--- src/rtl/decision_sequencer.sv ---
// rtl/decision_sequencer.sv - buffers one image's class scores, replays them to the argmax comparator, returns the decision
module decision_sequencer #(
    parameter int NUM_CLASS   = 10,
    parameter int DW          = 12,
    parameter int LAT_TIMEOUT = 16,
    parameter int RST_HOLD    = 2
) (
    input  logic          clk,
    input  logic          rst_n,
    input  logic          score_valid,
    input  logic [DW-1:0] score_data,
    output logic          score_ready,
    output logic          cmp_rst_n,
    output logic          cmp_valid_in,
    output logic [DW-1:0] cmp_data_in,
    input  logic [3:0]    cmp_decision,
    input  logic          cmp_valid_out,
    output logic          dec_valid,
    input  logic          dec_ready,
    output logic [3:0]    dec_class,
    output logic          dec_error,
    output logic [15:0]   img_count,
    output logic          busy
);
    localparam int HW = (RST_HOLD > 1) ? $clog2(RST_HOLD) : 1;
    localparam int WW = $clog2(LAT_TIMEOUT + 1);

    localparam logic [2:0] S_CLEAR   = 3'd0;
    localparam logic [2:0] S_COLLECT = 3'd1;
    localparam logic [2:0] S_ISSUE   = 3'd2;
    localparam logic [2:0] S_WAIT    = 3'd3;
    localparam logic [2:0] S_OUTPUT  = 3'd4;

    logic [2:0]    state_q, state_d;
    logic [HW-1:0] hold_q, hold_d;
    logic [3:0]    idx_q, idx_d;
    logic [3:0]    beat_q, beat_d;
    logic [WW-1:0] wait_q, wait_d;
    logic          cmp_rst_n_q, cmp_rst_n_d;
    logic          cmp_valid_in_q, cmp_valid_in_d;
    logic [DW-1:0] cmp_data_in_q, cmp_data_in_d;
    logic          dec_valid_q, dec_valid_d;
    logic [3:0]    dec_class_q, dec_class_d;
    logic          dec_error_q, dec_error_d;
    logic [15:0]   img_count_q, img_count_d;
    logic [DW-1:0] buf_q [NUM_CLASS];
    logic          accept;

    assign score_ready  = (state_q == S_COLLECT);
    assign accept       = score_ready & score_valid;
    assign busy         = !((state_q == S_COLLECT) && (idx_q == 4'd0));
    assign cmp_rst_n    = cmp_rst_n_q;
    assign cmp_valid_in = cmp_valid_in_q;
    assign cmp_data_in  = cmp_data_in_q;
    assign dec_valid    = dec_valid_q;
    assign dec_class    = dec_class_q;
    assign dec_error    = dec_error_q;
    assign img_count    = img_count_q;

    always_ff @(posedge clk) begin
        if (accept) buf_q[idx_q] <= score_data;
    end

    always_comb begin
        state_d        = state_q;
        hold_d         = hold_q;
        idx_d          = idx_q;
        beat_d         = beat_q;
        wait_d         = wait_q;
        cmp_rst_n_d    = cmp_rst_n_q;
        cmp_valid_in_d = 1'b0;
        cmp_data_in_d  = '0;
        dec_valid_d    = dec_valid_q;
        dec_class_d    = dec_class_q;
        dec_error_d    = dec_error_q;
        img_count_d    = img_count_q;
        case (state_q)
            S_CLEAR: begin
                if (hold_q == HW'(RST_HOLD - 1)) begin
                    state_d     = S_COLLECT;
                    cmp_rst_n_d = 1'b1;
                    hold_d      = '0;
                end else begin
                    hold_d = hold_q + 1'b1;
                end
            end
            S_COLLECT: begin
                if (score_valid) begin
                    if (idx_q == 4'(NUM_CLASS - 1)) begin
                        // First beat launches on the same edge as the last accept so the burst is gap-free.
                        state_d        = S_ISSUE;
                        idx_d          = 4'd0;
                        beat_d         = 4'd1;
                        cmp_valid_in_d = 1'b1;
                        cmp_data_in_d  = buf_q[0];
                    end else begin
                        idx_d = idx_q + 1'b1;
                    end
                end
            end
            S_ISSUE: begin
                if (beat_q == 4'(NUM_CLASS)) begin
                    state_d = S_WAIT;
                    beat_d  = 4'd0;
                    wait_d  = '0;
                end else begin
                    cmp_valid_in_d = 1'b1;
                    cmp_data_in_d  = buf_q[beat_q];
                    beat_d         = beat_q + 1'b1;
                end
            end
            S_WAIT: begin
                if (cmp_valid_out) begin
                    state_d     = S_OUTPUT;
                    dec_valid_d = 1'b1;
                    dec_class_d = cmp_decision;
                    dec_error_d = 1'b0;
                end else if (wait_q == WW'(LAT_TIMEOUT - 1)) begin
                    state_d     = S_OUTPUT;
                    dec_valid_d = 1'b1;
                    dec_class_d = 4'hF;
                    dec_error_d = 1'b1;
                end else begin
                    wait_d = wait_q + 1'b1;
                end
            end
            S_OUTPUT: begin
                if (dec_ready) begin
                    state_d     = S_CLEAR;
                    dec_valid_d = 1'b0;
                    img_count_d = img_count_q + 16'd1;
                    hold_d      = '0;
                    cmp_rst_n_d = 1'b0;
                end
            end
            default: state_d = S_CLEAR;
        endcase
    end

    always_ff @(posedge clk) begin
        if (!rst_n) begin
            state_q        <= S_CLEAR;
            hold_q         <= '0;
            idx_q          <= 4'd0;
            beat_q         <= 4'd0;
            wait_q         <= '0;
            cmp_rst_n_q    <= 1'b0;
            cmp_valid_in_q <= 1'b0;
            cmp_data_in_q  <= '0;
            dec_valid_q    <= 1'b0;
            dec_class_q    <= 4'd0;
            dec_error_q    <= 1'b0;
            img_count_q    <= 16'd0;
        end else begin
            state_q        <= state_d;
            hold_q         <= hold_d;
            idx_q          <= idx_d;
            beat_q         <= beat_d;
            wait_q         <= wait_d;
            cmp_rst_n_q    <= cmp_rst_n_d;
            cmp_valid_in_q <= cmp_valid_in_d;
            cmp_data_in_q  <= cmp_data_in_d;
            dec_valid_q    <= dec_valid_d;
            dec_class_q    <= dec_class_d;
            dec_error_q    <= dec_error_d;
            img_count_q    <= img_count_d;
        end
    end
endmodule

--- config.mk ---
export PLATFORM = sky130hd
export DESIGN_NAME = decision_sequencer
export DESIGN_NICKNAME = d
export VERILOG_FILES = /design/src/rtl/decision_sequencer.sv
export SDC_FILE = /design/constraint.sdc
export NUM_CORES = 1
export LEC_CHECK = 0
export CAP_MARGIN = 20
export CORE_MARGIN = 2
export CORE_UTILIZATION = 55
export CTS_BUF_LIST = sky130_fd_sc_hd__clkbuf_16
export DETAILED_ROUTE_END_ITERATION = 10
export DONT_BUFFER_PORTS = 1
export PLACE_DENSITY = 0.76
export SLEW_MARGIN = 20
export SYNTH_ARGS = -nofsm -noshare
export SYNTH_HDL_FRONTEND = slang
export SYNTH_SLANG_ARGS = --single-unit
--- constraint.sdc ---
create_clock -name clk -period 3.25 [get_ports clk]
set_clock_uncertainty 0.15 [all_clocks]
set_input_delay 0.1625 -clock clk [delete_from_list [all_inputs] [get_ports clk]]
set_output_delay 0.1625 -clock clk [all_outputs]
set_load 0.05 [all_outputs]
Yosys cells after proc, flatten, opt, wreduce, memory -nomap -nowiden
Memories as Yosys holds them, arrays and structs flattened. A register that Yosys moved wholly into a read port is not among the register bits.
Cells that the tools add are included.
{"block": "word_totals", "word_cells": 92, "input_bits": 21, "n_memories": 1, "register_bits": 53, "ramBits": 120, "output_inout_bits": 38}
{"block": "op_classes", "bitwise": 1, "muxes": 40, "eq_ne": 15, "n_reduce_logical": 18, "add_sub_neg": 5}
{"name": "buf_q", "depth": 10, "width": 12, "rd": 2, "rd_clocked_by_memory_dff": 1, "write_ports": 1, "line_no": "46", "rtl": "logic [DW-1:0] buf_q [NUM_CLASS];"}
{"op": "2-to-1 mux 12 bit", "n": 3}
{"op": "2-to-1 mux 4 bit", "n": 8}
{"op": "case mux 12 bit (2 select lines)", "n": 1}
{"op": "2-to-1 mux 3 bit", "n": 7}
{"op": "adder 16 x 1 -> 16 bit (second input constant)", "n": 1}
{"op": "2-to-1 mux 5 bit", "n": 3}
{"op": "case mux 3 bit (5 select lines)", "n": 1}
{"op": "!= test 2 bit (second input constant)", "n": 6}
{"op": "2-to-1 mux 1 bit", "n": 11}
{"op": "case mux 5 bit (2 select lines)", "n": 1}
{"op": "nonzero test 2 bit", "n": 5}
{"op": "AND reduction 3 bit", "n": 3}
{"op": "adder 4 x 1 -> 4 bit (second input constant)", "n": 2}
{"op": "equality test 4 bit (second input constant)", "n": 2}
{"op": "case mux 1 bit (2 select lines)", "n": 4}
{"op": "case mux 4 bit (2 select lines)", "n": 1}
{"op": "AND reduction 2 bit", "n": 4}
{"op": "equality test 3 x 2 -> 1 bit (second input constant)", "n": 2}
{"op": "AND reduction 6 bit", "n": 1}
{"op": "adder 5 x 1 -> 5 bit (second input constant)", "n": 1}
{"op": "equality test 5 x 4 -> 1 bit (second input constant)", "n": 1}
{"op": "zero test 4 bit", "n": 1}
{"op": "AND reduction 4 bit", "n": 1}
{"op": "equality test 3 x 1 -> 1 bit (second input constant)", "n": 1}
{"op": "other kinds (8)", "n": 8}

Logic depth before layout (Yosys ltp)
{"block": "depth", "word_depth": 6, "mapped_depth": 7, "ltp_nobuf": 7}

Worst setup path after synthesis
OpenSTA, ideal clock, no wires.
{"block": "synth_path", "kind": "reg2reg", "start": "reg state_q[2]", "end": "mem buf_q[1][0] (enable)", "slack_ps": 51, "path_buffers": 1, "t_required_ps": 2687, "stages_incl_launch_ff": 5, "synth_period_minus_slack_ps": 3199, "arrival_time_ps": 2636, "path_cell_list": "dfxtp_1 > clkbuf_1 > nor3b_4 > nand3_1 > nor4_1"}
{"block": "synth_between", "elab_chain_len": 4}
{"element": "start, declared", "line_no": "34", "rtl": "logic [2:0] state_q, state_d;"}
{"element": "start signal, assigned", "line_no": "155", "rtl": "state_q <= state_d;"}
{"element": "equality test 3 x 1 -> 1 bit", "line_no": "49", "rtl": "assign score_ready = (state_q == S_COLLECT);"}
{"element": "named net score_ready", "line_no": "12", "rtl": "output logic score_ready,"}
{"element": "bitwise AND 1 bit", "line_no": "50", "rtl": "assign accept = score_ready & score_valid;"}
{"element": "2-to-1 mux 1 bit", "line_no": "61", "rtl": "if (accept) buf_q[idx_q] <= score_data;"}
{"element": "2-to-1 mux 1 bit (implied by the code)", "line_no": "61"}
{"element": "end, declared", "line_no": "46"}
The timed path passes the listed nets, and every way through them passes these cells.

Final worst setup path
{"block": "layout_path", "start": "reg img_count_q[3], in the netlist img_count[3]", "end": "reg img_count_q[15], in the netlist img_count[15]"}
{"block": "layout_between", "elab_chain_len": 1}
{"element": "start, declared", "line_no": "45", "rtl": "logic [15:0] img_count_q, img_count_d;"}
{"element": "start signal, assigned", "line_no": "166", "rtl": "img_count_q <= img_count_d;"}
{"element": "adder 16 x 1 -> 16 bit", "line_no": "131", "rtl": "img_count_d = img_count_q + 16'd1;"}
No other way between the ends.
A chain may end at the register's enable or synchronous reset.

==> results.cfg <==
[placed_design]
dpl.hpwl_mm = 8.126
port_buffers = 0
post-place-cells = 611
gp_routability_congestion = 0.7699

[layout]
finish.cell_count_without_fillers = 665
fin_nets = 506
multi_input_comb_area_um2 = 2195
layout.area.seq_um2 = 4745
area_growth_syn_to_layout_pct = 15.59
final_layout_size_suffix_gt1_share_pct = 16.63
antenna_cells_inserted = 0
filler_cell_count = 874

[critical_path]
critical_path.startpoint = img_count[3]
worstPathCellList = nand4_1, nor4_1, nor3b_1, mux2i_1
critical_path_arrival_ns = 2.69
timing.critical_path.max_delay_family = simple AND/OR/NAND/NOR gates
critical_path.n_buffers_inverters = 0
worst_setup_path_start_kind = flip-flop
crit_path_max_fanout = 7
worst_r2r_startpoint = img_count[3]
critical_path.max_stage_delay_ns = 0.73
endpoint_kind = flip-flop
rrSetupSlack_ns = 0.76
slowest_stage = dfxtp_1
setup.worst_path.class = reg2reg
worst_ep_required_time_ns = 3.45

[clock_network]
tritoncts.num_buffers = 17
cts.reportedPaths.clkPinSlew_ns = 0.07
cts_setup_buffers = 0
cts-htree-levels = 4
clock_insertion_delay_worst_skew_ns = 0.43
cts_max_path_buffers = 2
tritoncts = yes
root_buffer_selected_by_cts = clkbuf_16
numClockSinks = 177

[synth]
synthDistinctLibCells = 50
synth_top_cells_by_area = edfxtp_1, dfxtp_1, mux4_1, mux4_2, a22oi_1
synthesis.area_um2 = 7061
synth_top_area_share_pct = 51.04
synth_async_sr_flop_share_pct = 0
postSynth.topFlopCell = edfxtp_1
synth_sequential_area_ratio_pct = 67.20
post-synth-top-area-cell = edfxtp_1
number_of_enable_flip_flop_cells_after_synthesis = 120
synth.ff_latch_count = 177
syn_nets = 466
postSynthCellCount = 440
synth_most_common_cell = edfxtp_1
avgSynthCellArea_um2 = 16.05
ys_top_cells_by_count = edfxtp_1, dfxtp_1, nor2_1, mux4_1, nand2_1
synthesis.yosys.warnings = 0

[detailed_routing]
count_of_vias_placed_by_the_detailed_router = 3947
first_pass_iters = 4
detail_route.iter0.violations = 356
drt_wl_total_mm = 13.65
remaining_drc_errors = 0
route.antenna.remaining_nets = 0
vias_per_cell = 5.935
wl_per_cell_um = 20.52

[floorplan]
starting_density_of_the_core_pct = 56.18
die_area_um2 = 13760
floorplan_core_area_um2 = 12570
die_width_um = 117.3
y_dimension_of_the_die_um = 117.3
ios = 59
placement_rows = 41

[sta]
worstMarginPinSlew_ns = 0.8122
setup_repair_after_global_routing_missed_its_margin = no
final_critical_path_time_including_i_o_delays_and_setup_ns = 2.489
setup_viol = 0
hold_viol = 0
max_freq_ghz = 0.4017
slew_viol_final = 0
slew-limit-headroom_pct = 45.85
total_negative_setup_slacks_ns = 0
period_share_pct = 76.59

[power_and_ir_drop]
power_switching_share_pct = 21.08
p_int_w = 0.003616
power.density_nw_per_um2 = 561.5
maximum_ir_drop_on_the_vdd_rail_v = 0.0003913
seq_power_share_pct = 53.2
p_leak_nw = 2.666
total_net_switching_power_w = 0.0009662
power.clock.fraction_pct = 43.7
p_comb_share_pct = 3.1

[global_route]
grt_first_pass_wirelength_mm = 21.80
pin_count_of_the_biggest_net_entering_global_routing = 44
antenna_found_initial = 0
first_global_vias = 3964
total_gr_overflow = 0
grt.total_usage_pct = 21.10

[hold_path]
holdCritStartpoint = score_valid
holdCritPathClass = in2reg

[outcome]
status = completed

[job]
maximum_capacitance_violations = 0
-- worst reg2reg max path: cells and delay by family (launching register included) --
family	cells	cell delay, ns
DFF	1	0.73
and+or+nand+nor	3	1.32
muxes	1	0.22
-- cell type report --
cell class                 instances  share of cell area [%]
multi-input combinational        234                   26.89
clock inverter                    15                   1.901
tap                              172                   2.637
clock buffer                      17                   5.212
inverter                           7                  0.3219
sequential                       177                   58.13
timing repair buffer              43                   4.906
-- cells in the final DEF, fill, tap and decap left out, types with 4 or more instances in the layout --
cell type	n
edfxtp_1	120
dfxtp_1	57
nor2_1	27
dlygate4sd3_1	21
mux4_1	20
buf_4	20
nand2_1	19
clkbuf_16	17
mux4_2	16
a22oi_1	14
nand3_1	11
and2_1	11
o21ai_0	9
a21boi_0	9
inv_1	7
or3_1	7
xnor2_1	6
inv_6	6
nand2b_1	5
nor3_1	5
a21oi_1	5
ha_1	5
and3b_1	4
nand3b_1	4
mux2i_1	4
o21a_1	4
o221a_2	4
-- final timing paths --
kind | to | cells past startpoint
min | state_q[1] | 4
min reg2reg | wait_q[3] | 2
max reg2reg | img_count[15] | 4
max | img_count[15] | 4
-- metrics by stage --
stage	cell area, um^2	hold WS [ns]	total power (W)	setup slack, ns	utilization, %
floorplan	7061	0.1114	0.002559	0.05117	-
global placement	7351	0.1117	0.002576	0.8563	58.49
detailed placement	7351	0.1117	0.002581	0.7800	58.49
CTS	8162	0.03989	0.004610	0.7534	64.94
global route	8162	0.05895	0.004722	0.5583	64.94
finish	8162	0.04710	0.004583	0.7608	64.94
-- power by group through the flow --
stage	combinational [W]	clock, W	sequential, W
final	0.000140	0.00200	0.00244
after global placement	0.0000894	0	0.00249
after detailed placement	0.0000928	0	0.00249
after CTS	0.000140	0.00203	0.00244
after floorplan	0.0000784	0	0.00248
after global routing	0.000153	0.00213	0.00244
-- cells by family (layout without fill, tap and decap cells) --
| logic type | Yosys count | count (layout) | synth area share, % |
|---|---|---|---|
| flops | 177 | 177 | 67.20 |
| buf+inv | 29 | 82 | 2.197 |
| compound gates | 56 | 56 | 5.600 |
| simple gates | 124 | 124 | 9.889 |
| fa+ha+maj | 5 | 5 | 0.8861 |
| xor+xnor | 9 | 9 | 1.116 |
| mux | 40 | 40 | 13.11 |
-- registers in the layout (all words and copies together), names as in the netlist, 3 cells and up, named ones only --
register,cells
state_q,3
img_count,16
dec_class,4
beat_q,4
idx_q,4
wait_q,5
cmp_data_in,12
buf_q,120
-- timing repair --
| action | 4_1_cts | 5_1_grt |
|---|---|---|
| gates resized for setup | 0 | 0 |
| hold buffers | 22 | 0 |
| hold endpoints to repair | 171 | 0 |
-- metal layers --
layer / track usage [%] / wire length (um) / vias up
li1: - / - / 1813
met1: 27.77 / 5829 / 2009
met2: 34.10 / 6803 / 111
met3: 6.761 / 833 / 14
met4: 5.949 / 180 / 0
met5: 0 / 0 / -
Power figures use the tool's default switching activity.
